### src/rtl/ls_mem_ctrl.sv
// ls_mem_ctrl: data-memory controller behind the load/store unit.
// Latches one access, runs a valid/ready bus with wait states and returns
// extended load data; flags bus timeouts.
// Ports: req_* (LSU request, req_ready), bus_* (data bus), wb_* (load
// writeback pulse), fault/fault_cause, busy (= !req_ready).
// Param TIMEOUT_CYCLES: REQ+WAIT_R cycle limit, 0 disables the timeout.
// Macro MISALIGN_TRAP_EN: trap misaligned half/word accesses instead of
// forcing the low address bits to size alignment.
module ls_mem_ctrl #(
  parameter int unsigned TIMEOUT_CYCLES = 16
) (
  input  logic        clk,
  input  logic        rst,
  input  logic        req_valid,
  output logic        req_ready,
  input  logic        req_we,
  input  logic [31:0] req_addr,
  input  logic [31:0] req_wdata,
  input  logic [1:0]  req_size,
  input  logic        req_unsigned,
  input  logic [4:0]  req_rd,
  output logic        bus_valid,
  input  logic        bus_ready,
  output logic        bus_we,
  output logic [31:0] bus_addr,
  output logic [3:0]  bus_wstrb,
  output logic [31:0] bus_wdata,
  input  logic        bus_rvalid,
  input  logic [31:0] bus_rdata,
  output logic        wb_valid,
  output logic [4:0]  wb_rd,
  output logic [31:0] wb_data,
  output logic        fault,
  output logic [1:0]  fault_cause,
  output logic        busy
);

  localparam logic [2:0] S_IDLE = 3'd0;
  localparam logic [2:0] S_REQ  = 3'd1;
  localparam logic [2:0] S_WAIT = 3'd2;
  localparam logic [2:0] S_RESP = 3'd3;
`ifdef MISALIGN_TRAP_EN
  localparam logic [2:0] S_MIS  = 3'd4;
`endif

  logic [2:0]  state_q, state_d;
  logic [31:0] addr_q, addr_d;
  logic [31:0] wdata_q, wdata_d;
  logic [1:0]  size_q, size_d;
  logic        we_q, we_d;
  logic        uns_q, uns_d;
  logic [4:0]  rd_q, rd_d;
  logic [31:0] cnt_q, cnt_d;
  logic [31:0] wb_data_q, wb_data_d;
  logic        fault_q, fault_d;
  logic [1:0]  cause_q, cause_d;

  logic [1:0]  in_size;
  logic [31:0] in_addr;
  logic        tmo_hit;
  logic [7:0]  ld_byte;
  logic [15:0] ld_half;
  logic [31:0] ld_data;
`ifdef MISALIGN_TRAP_EN
  logic        mis;
`endif

  // Reserved size 3 is folded into word here so size_q is never 3.
  assign in_size = (req_size == 2'd3) ? 2'd2 : req_size;

`ifdef MISALIGN_TRAP_EN
  assign in_addr = req_addr;
  assign mis = ((in_size == 2'd1) && req_addr[0]) ||
               ((in_size == 2'd2) && (req_addr[1:0] != 2'b00));
`else
  always_comb begin
    in_addr = req_addr;
    case (in_size)
      2'd1:    in_addr = {req_addr[31:1], 1'b0};
      2'd2:    in_addr = {req_addr[31:2], 2'b00};
      default: in_addr = req_addr;
    endcase
  end
`endif

  // Terminal cycle: the timeout only fires if no handshake arrives on it.
  assign tmo_hit = (TIMEOUT_CYCLES != 0) &&
                   (cnt_q == TIMEOUT_CYCLES - 32'd1);

  always_comb begin
    ld_byte = bus_rdata[7:0];
    case (addr_q[1:0])
      2'd0: ld_byte = bus_rdata[7:0];
      2'd1: ld_byte = bus_rdata[15:8];
      2'd2: ld_byte = bus_rdata[23:16];
      2'd3: ld_byte = bus_rdata[31:24];
      default: ld_byte = bus_rdata[7:0];
    endcase
  end

  assign ld_half = addr_q[1] ? bus_rdata[31:16] : bus_rdata[15:0];

  always_comb begin
    ld_data = bus_rdata;
    case (size_q)
      2'd0: ld_data = uns_q ? {24'b0, ld_byte}
                            : {{24{ld_byte[7]}}, ld_byte};
      2'd1: ld_data = uns_q ? {16'b0, ld_half}
                            : {{16{ld_half[15]}}, ld_half};
      default: ld_data = bus_rdata;
    endcase
  end

  always_comb begin
    state_d   = state_q;
    addr_d    = addr_q;
    wdata_d   = wdata_q;
    size_d    = size_q;
    we_d      = we_q;
    uns_d     = uns_q;
    rd_d      = rd_q;
    cnt_d     = cnt_q;
    wb_data_d = wb_data_q;
    fault_d   = 1'b0;
    cause_d   = 2'd0;
    case (state_q)
      S_IDLE: begin
        if (req_valid) begin
          addr_d  = in_addr;
          wdata_d = req_wdata;
          size_d  = in_size;
          we_d    = req_we;
          uns_d   = req_unsigned;
          rd_d    = req_rd;
          cnt_d   = 32'd0;
          state_d = S_REQ;
`ifdef MISALIGN_TRAP_EN
          if (mis) begin
            state_d = S_MIS;
            fault_d = 1'b1;
            cause_d = req_we ? 2'd3 : 2'd2;
          end
`endif
        end
      end
      S_REQ: begin
        cnt_d = cnt_q + 32'd1;
        if (bus_ready) begin
          state_d = we_q ? S_IDLE : S_WAIT;
        end else if (tmo_hit) begin
          state_d = S_IDLE;
          fault_d = 1'b1;
          cause_d = 2'd1;
        end
      end
      S_WAIT: begin
        cnt_d = cnt_q + 32'd1;
        if (bus_rvalid) begin
          state_d   = S_RESP;
          wb_data_d = ld_data;
        end else if (tmo_hit) begin
          state_d = S_IDLE;
          fault_d = 1'b1;
          cause_d = 2'd1;
        end
      end
      S_RESP:  state_d = S_IDLE;
      default: state_d = S_IDLE;
    endcase
  end

  always_ff @(posedge clk or posedge rst) begin
    if (rst) begin
      state_q   <= S_IDLE;
      addr_q    <= 32'd0;
      wdata_q   <= 32'd0;
      size_q    <= 2'd0;
      we_q      <= 1'b0;
      uns_q     <= 1'b0;
      rd_q      <= 5'd0;
      cnt_q     <= 32'd0;
      wb_data_q <= 32'd0;
      fault_q   <= 1'b0;
      cause_q   <= 2'd0;
    end else begin
      state_q   <= state_d;
      addr_q    <= addr_d;
      wdata_q   <= wdata_d;
      size_q    <= size_d;
      we_q      <= we_d;
      uns_q     <= uns_d;
      rd_q      <= rd_d;
      cnt_q     <= cnt_d;
      wb_data_q <= wb_data_d;
      fault_q   <= fault_d;
      cause_q   <= cause_d;
    end
  end

  always_comb begin
    bus_wstrb = 4'b0000;
    bus_wdata = wdata_q;
    case (size_q)
      2'd0: begin
        bus_wstrb = 4'b0001 << addr_q[1:0];
        bus_wdata = {4{wdata_q[7:0]}};
      end
      2'd1: begin
        bus_wstrb = addr_q[1] ? 4'b1100 : 4'b0011;
        bus_wdata = {2{wdata_q[15:0]}};
      end
      default: begin
        bus_wstrb = 4'b1111;
        bus_wdata = wdata_q;
      end
    endcase
    if (!we_q) bus_wstrb = 4'b0000;
  end

  assign req_ready   = (state_q == S_IDLE);
  assign busy        = !req_ready;
  assign bus_valid   = (state_q == S_REQ);
  assign bus_we      = we_q;
  assign bus_addr    = {addr_q[31:2], 2'b00};
  assign wb_valid    = (state_q == S_RESP);
  assign wb_rd       = rd_q;
  assign wb_data     = wb_data_q;
  assign fault       = fault_q;
  assign fault_cause = cause_q;

endmodule
### config.mk
export PLATFORM = sky130hd
export DESIGN_NAME = ls_mem_ctrl
export DESIGN_NICKNAME = d
export VERILOG_FILES = /design/src/rtl/ls_mem_ctrl.sv
export SDC_FILE = /design/constraint.sdc
export NUM_CORES = 1
export LEC_CHECK = 0
export CAP_MARGIN = 0
export CORE_ASPECT_RATIO = 0.8
export CORE_MARGIN = 2
export CORE_UTILIZATION = 30
export DETAILED_ROUTE_END_ITERATION = 6
export SETUP_SLACK_MARGIN = 0.1
export SLEW_MARGIN = 20
export SYNTH_ARGS = -nofsm -noshare
export SYNTH_HDL_FRONTEND = slang
export SYNTH_SLANG_ARGS = --single-unit
### constraint.sdc
create_clock -name clk -period 4.1 [get_ports clk]
set_clock_uncertainty 0.05 [all_clocks]
set_input_delay 0.41 -clock clk [delete_from_list [all_inputs] [get_ports clk]]
set_output_delay 0.41 -clock clk [all_outputs]
set_load 0.01 [all_outputs]
Word-level counts from Yosys, hierarchy flattened
Cells that the tools add are included.
Cells by class
  add/sub/neg operators: 1
  eq/ne operators: 12
  shift-type cells: 1
  mux-type cells: 27
  reductions and logical operators: 9
Operator list (number)
  $pmux W32 S2: 3
  $mux W32: 3
  $add A32 B1 Y32 const B: 1
  $eq A32 B4 Y1 const B: 1
  $pmux W8 S4: 1
  $mux W16: 1
  $mux W3: 4
  $pmux W3 S3: 1
  $eq A2 B2 Y1 const B: 4
  $mux W4: 2
  $pmux W2 S2: 2
  $pmux W4 S2: 1
  $eq A2 B1 Y1 const B: 3
  $eq A3 B2 Y1 const B: 2
  $mux W2: 3
  $reduce_and A2 Y1: 3
  $mux W1: 5
  $logic_not A2 Y1: 2
  $shl A1 B2 Y4 const A: 1
  $eq A3 B1 Y1 const B: 1
  $logic_not A3 Y1: 1
  $ne A2 B2 Y1 const B: 1
  $pmux W1 S2: 1
  $reduce_bool A2 Y1: 1
  2 further kinds: 2
Storage, ports and cells
  register bits: 143
  input bits: 110
  output and inout bits: 113
  logic and storage cells: 61

Longest topological paths before layout
  depth in word-level cells: 4
  mapped depth: 7
  gate-level depth less buffers: 5

Worst setup path before layout
OpenSTA, ideal clock, no wires.
  path type: register to output
  start point: register size_q[1]
  end point: output bus_wdata[10]
  arrival time: 1.395 ns
  slack: 2.245 ns
  stages on the path, launching flop included: 4
  buffers on the path: 1
  path through: dfrtp_1 > clkbuf_1 > nor2_1 > mux2_2
Between the ends
  word-level cells in the longest chain between the ends: 2
Ends and longest elaborated chain
  from (decl): line 49  | logic [1:0] size_q, size_d;
  from (signal assigned): line 189  | size_q <= size_d;
  $eq A2 B1 Y1 or $logic_not A2 Y1 (tied branches): line 203  | case (size_q)
  $pmux W32 S2 *: line 203
  to (decl): line 27  | output logic [31:0] bus_wdata,
Mark *: on every way between the ends. The rest lies on a longest branch, timed or not.

Worst setup path in the final report
  start point: register size_q[0]
  end point: output bus_wstrb[0]
Between the ends
  word-level cells in the longest chain between the ends: 3
Ends and longest elaborated chain
  $eq A2 B1 Y1 or $logic_not A2 Y1 (tied branches): line 203
  $pmux W4 S2 *: line 203
  $mux W4 *: line 217  | if (!we_q) bus_wstrb = 4'b0000;
  to (decl): line 26  | output logic [3:0] bus_wstrb,
Marks and branches as above.

==> results.md <==
* Status: finished, final reports clean
* Final Setup Violations at 0
* Final Hold Viols at 0
* Worst min-delay path class: flop to flop
* Critical Path AT at 2.55 ns
* DR vias/cell at around 4.8
* First-pass GRT wire length at 34200 µm
* Leakage at 0.00455 µW
* Worst Setup Start Kind: flop
* Slew Viols, Final at 0
* Fmax at about 0.33 GHz
* Register area at about 3500 µm²
* Post-synthesis async set-or-reset flop share at 100%
* Total core area at approximately 24000 µm²
* Num ports at 223
* Place WS at approximately 1.5 ns
* DRC at 0
* Area of the multi-input gates at 3260 µm²
* WL final at 21800 µm
* Vias in the first global route at 6081
* Initial DRC Count at between 400 and 500
* Slew margin rel. at between 30% and 40%
* Detailed Place HPWL at 14800 µm
* Synth area leader: dfrtp_1
* DR vias at 6355
* CTS tree: yes
* Maximum fanout along the worst path at 23
* # clock sinks at ~140
* Horiz. Die Dim at 179 µm
* Worst Tran Pin Value at slightly below 1 ns
* Post-route minimum period at between 3 and 4 ns
* Unique masters post-synth at 58
* Crit path kind: flop to primary output
* Commonest cells in the netlist: nand2_1, dfrtp_1, buf_4, nand3_1, nor2_1
* Register bit count reported by yosys at approximately 140
* Height of the die at 144 µm
* Setup_tns at 0 ns
* Min setup slack post-route at 1.09 ns
* Clock transition at path regs at 0.06 ns
* Peak VDD IR at 0.000179 V
* Fraction of layout cells with a size suffix above 1 at under 10%
* PortBufs at 219
* Total congestion overflow at 0
* Hold slack at between 0.4 and 0.5 ns
* Die area at 25700 µm²
* Register-to-register setup slack at about 1.8 ns
* Post-synth top flop: dfrtp_1
* Ranking of synthesized cells by area: dfrtp_1, nand2_1, buf_4
* TritonCTS buffer count at 17
* Initial Util at a little under a third
* H-tree depth at 4
* Largest net degree at the start of global routing at around 100
* Post-CTS setup buffer count at 0
* Max Cap Viol at 0
* Critical Path RT at about 3.6 ns
* Initial DRT Pass Iterations at 7
* Most common cell in the synthesized netlist: nand2_1
* Fin crit share at between 70% and 80%
* GPL Wtd Cong at between 0.7 and 0.8
* Yosys top cell area share at between 40% and 50%
* Mapped Cells at around 830
* Initial antenna violation count at 2
* EDFF count, synth at 0
* ANT nets after route at 0
* Worst Hold Path Cells at 2
* Total chip power at around 5200 µW
* Hold_buf cts at 0
* Sequential share of the synthesized area at 48.1%
* Row count at slightly above 50
* Worst skew pair latency at approximately 0.42 ns
* RSZ-0062 raised after global routing: false
* Filler cell count at around 2400
* Area Overhead vs Synth at 38.1%
* DR WL/cell at between 15 and 20 µm
* Reg2reg path depth at 5
* Synth warnings at 0
* Final net count at ~1100
* CP Capture Type: primary output
* CTS max path bufs at 2
* Post-cts repair resize count at 0
* P per Cell Area at approximately 510 nW/µm²
* Gr usage total at between 10% and 20%
* Mapped cell area at around 7300 µm²
* Root Buffer: clkbuf_16
* Syn Area/Cell at about 9 µm²
## per-layer routing
layer / vias up / track usage [%] / part of all wire (%)
met5: - / 0 / 0.050
met4: 2 / 5.26 / 1.3
met3: 25 / 5.95 / 9.1
met2: 236 / 24.4 / 42
met1: 2982 / 24.2 / 47
li1: 3110 / - / -
## worst paths after layout
check                             from      endpoint
max reg2reg                 state_q[1]   wb_data[29]
min in group asynchronous          rst    addr_q[26]
min reg2reg                wdata_q[21]   wdata_q[21]
max in group asynchronous          rst    wb_data[9]
max                          size_q[0]  bus_wstrb[0]
min                        wdata_q[21]   wdata_q[21]
## registers in the layout, summed over array words and instances (netlist names)
signal and flops:
addr_q 32, bus_we 1, cnt_q 32, fault_cause 1, size_q 2, state_q 3
uns_q 1, wb_data 32, wb_rd 5, wdata_q 32
## logic make-up after synthesis
group,Yosys count,synth area share [%]
compound gates,98,8.81
xor+xnor,5,0.597
fa+ha+maj,1,0.170
buf+inv,97,7.79
flops,141,48.1
mux,38,5.62
other cells,1,0.0511
simple gates,453,28.9
## report_power, final
group	switching (µW)	leakage (µW)	internal, µW
Sequential	229	0.00182	1700
Clock	661	0.000276	922
Combinational	766	0.00245	929
Total	1660	0.00455	3550
## critical path, cell delays in order (launching register included)
cell	delay (ns)
dfrtp_1	0.38
buf_4	0.23
nand2b_1	0.17
buf_4	0.19
a21oi_1	0.56
nor2b_1	0.09
clkdlybuf4s50_1	0.50
## layout by cell type (no fill, tap or decap), types with 8 or more instances in the layout
cell type	netlist	routed
nor2b_1	10	10
nor4_1	13	13
clkdlybuf4s50_1	0	219
o31ai_1	13	13
clkbuf_16	0	17
o21ai_0	18	18
nand4_1	10	10
a21o_1	8	8
nand2_1	273	273
nand3_1	41	41
mux2_2	16	16
mux2i_1	21	21
a21oi_1	30	30
nand3b_1	12	12
dfrtp_1	141	140
nand2b_1	14	14
nor2_1	32	32
## layout make-up
cell class | instances | share of cell area, %
Timing Repair Buffer | 229 | 22.9
Sequential cell | 141 | 34.8
Inverter | 5 | 0.222
Clock inverter | 14 | 1.57
Tap cell | 318 | 3.92
Multi-Input combinational cell | 599 | 32.2
Antenna cell | 1 | 0.0247
Clock buffer | 18 | 4.33
## through the flow
| step | utilization [%] | cells | cell area (µm²) |
|---|---|---|---|
| 5_1_grt | 41.9 | 1324 | 10100 |
| 4_1_cts | 41.8 | 1323 | 10100 |
| 3_5_place_dp | 39.3 | 1291 | 9510 |
| 2_1_floorplan | - | 837 | 7360 |
| 3_3_place_gp | 39.3 | 1291 | 9510 |
| 6_report | 41.9 | 1325 | 10100 |
Note: power is estimated with default switching activity, not from simulation.
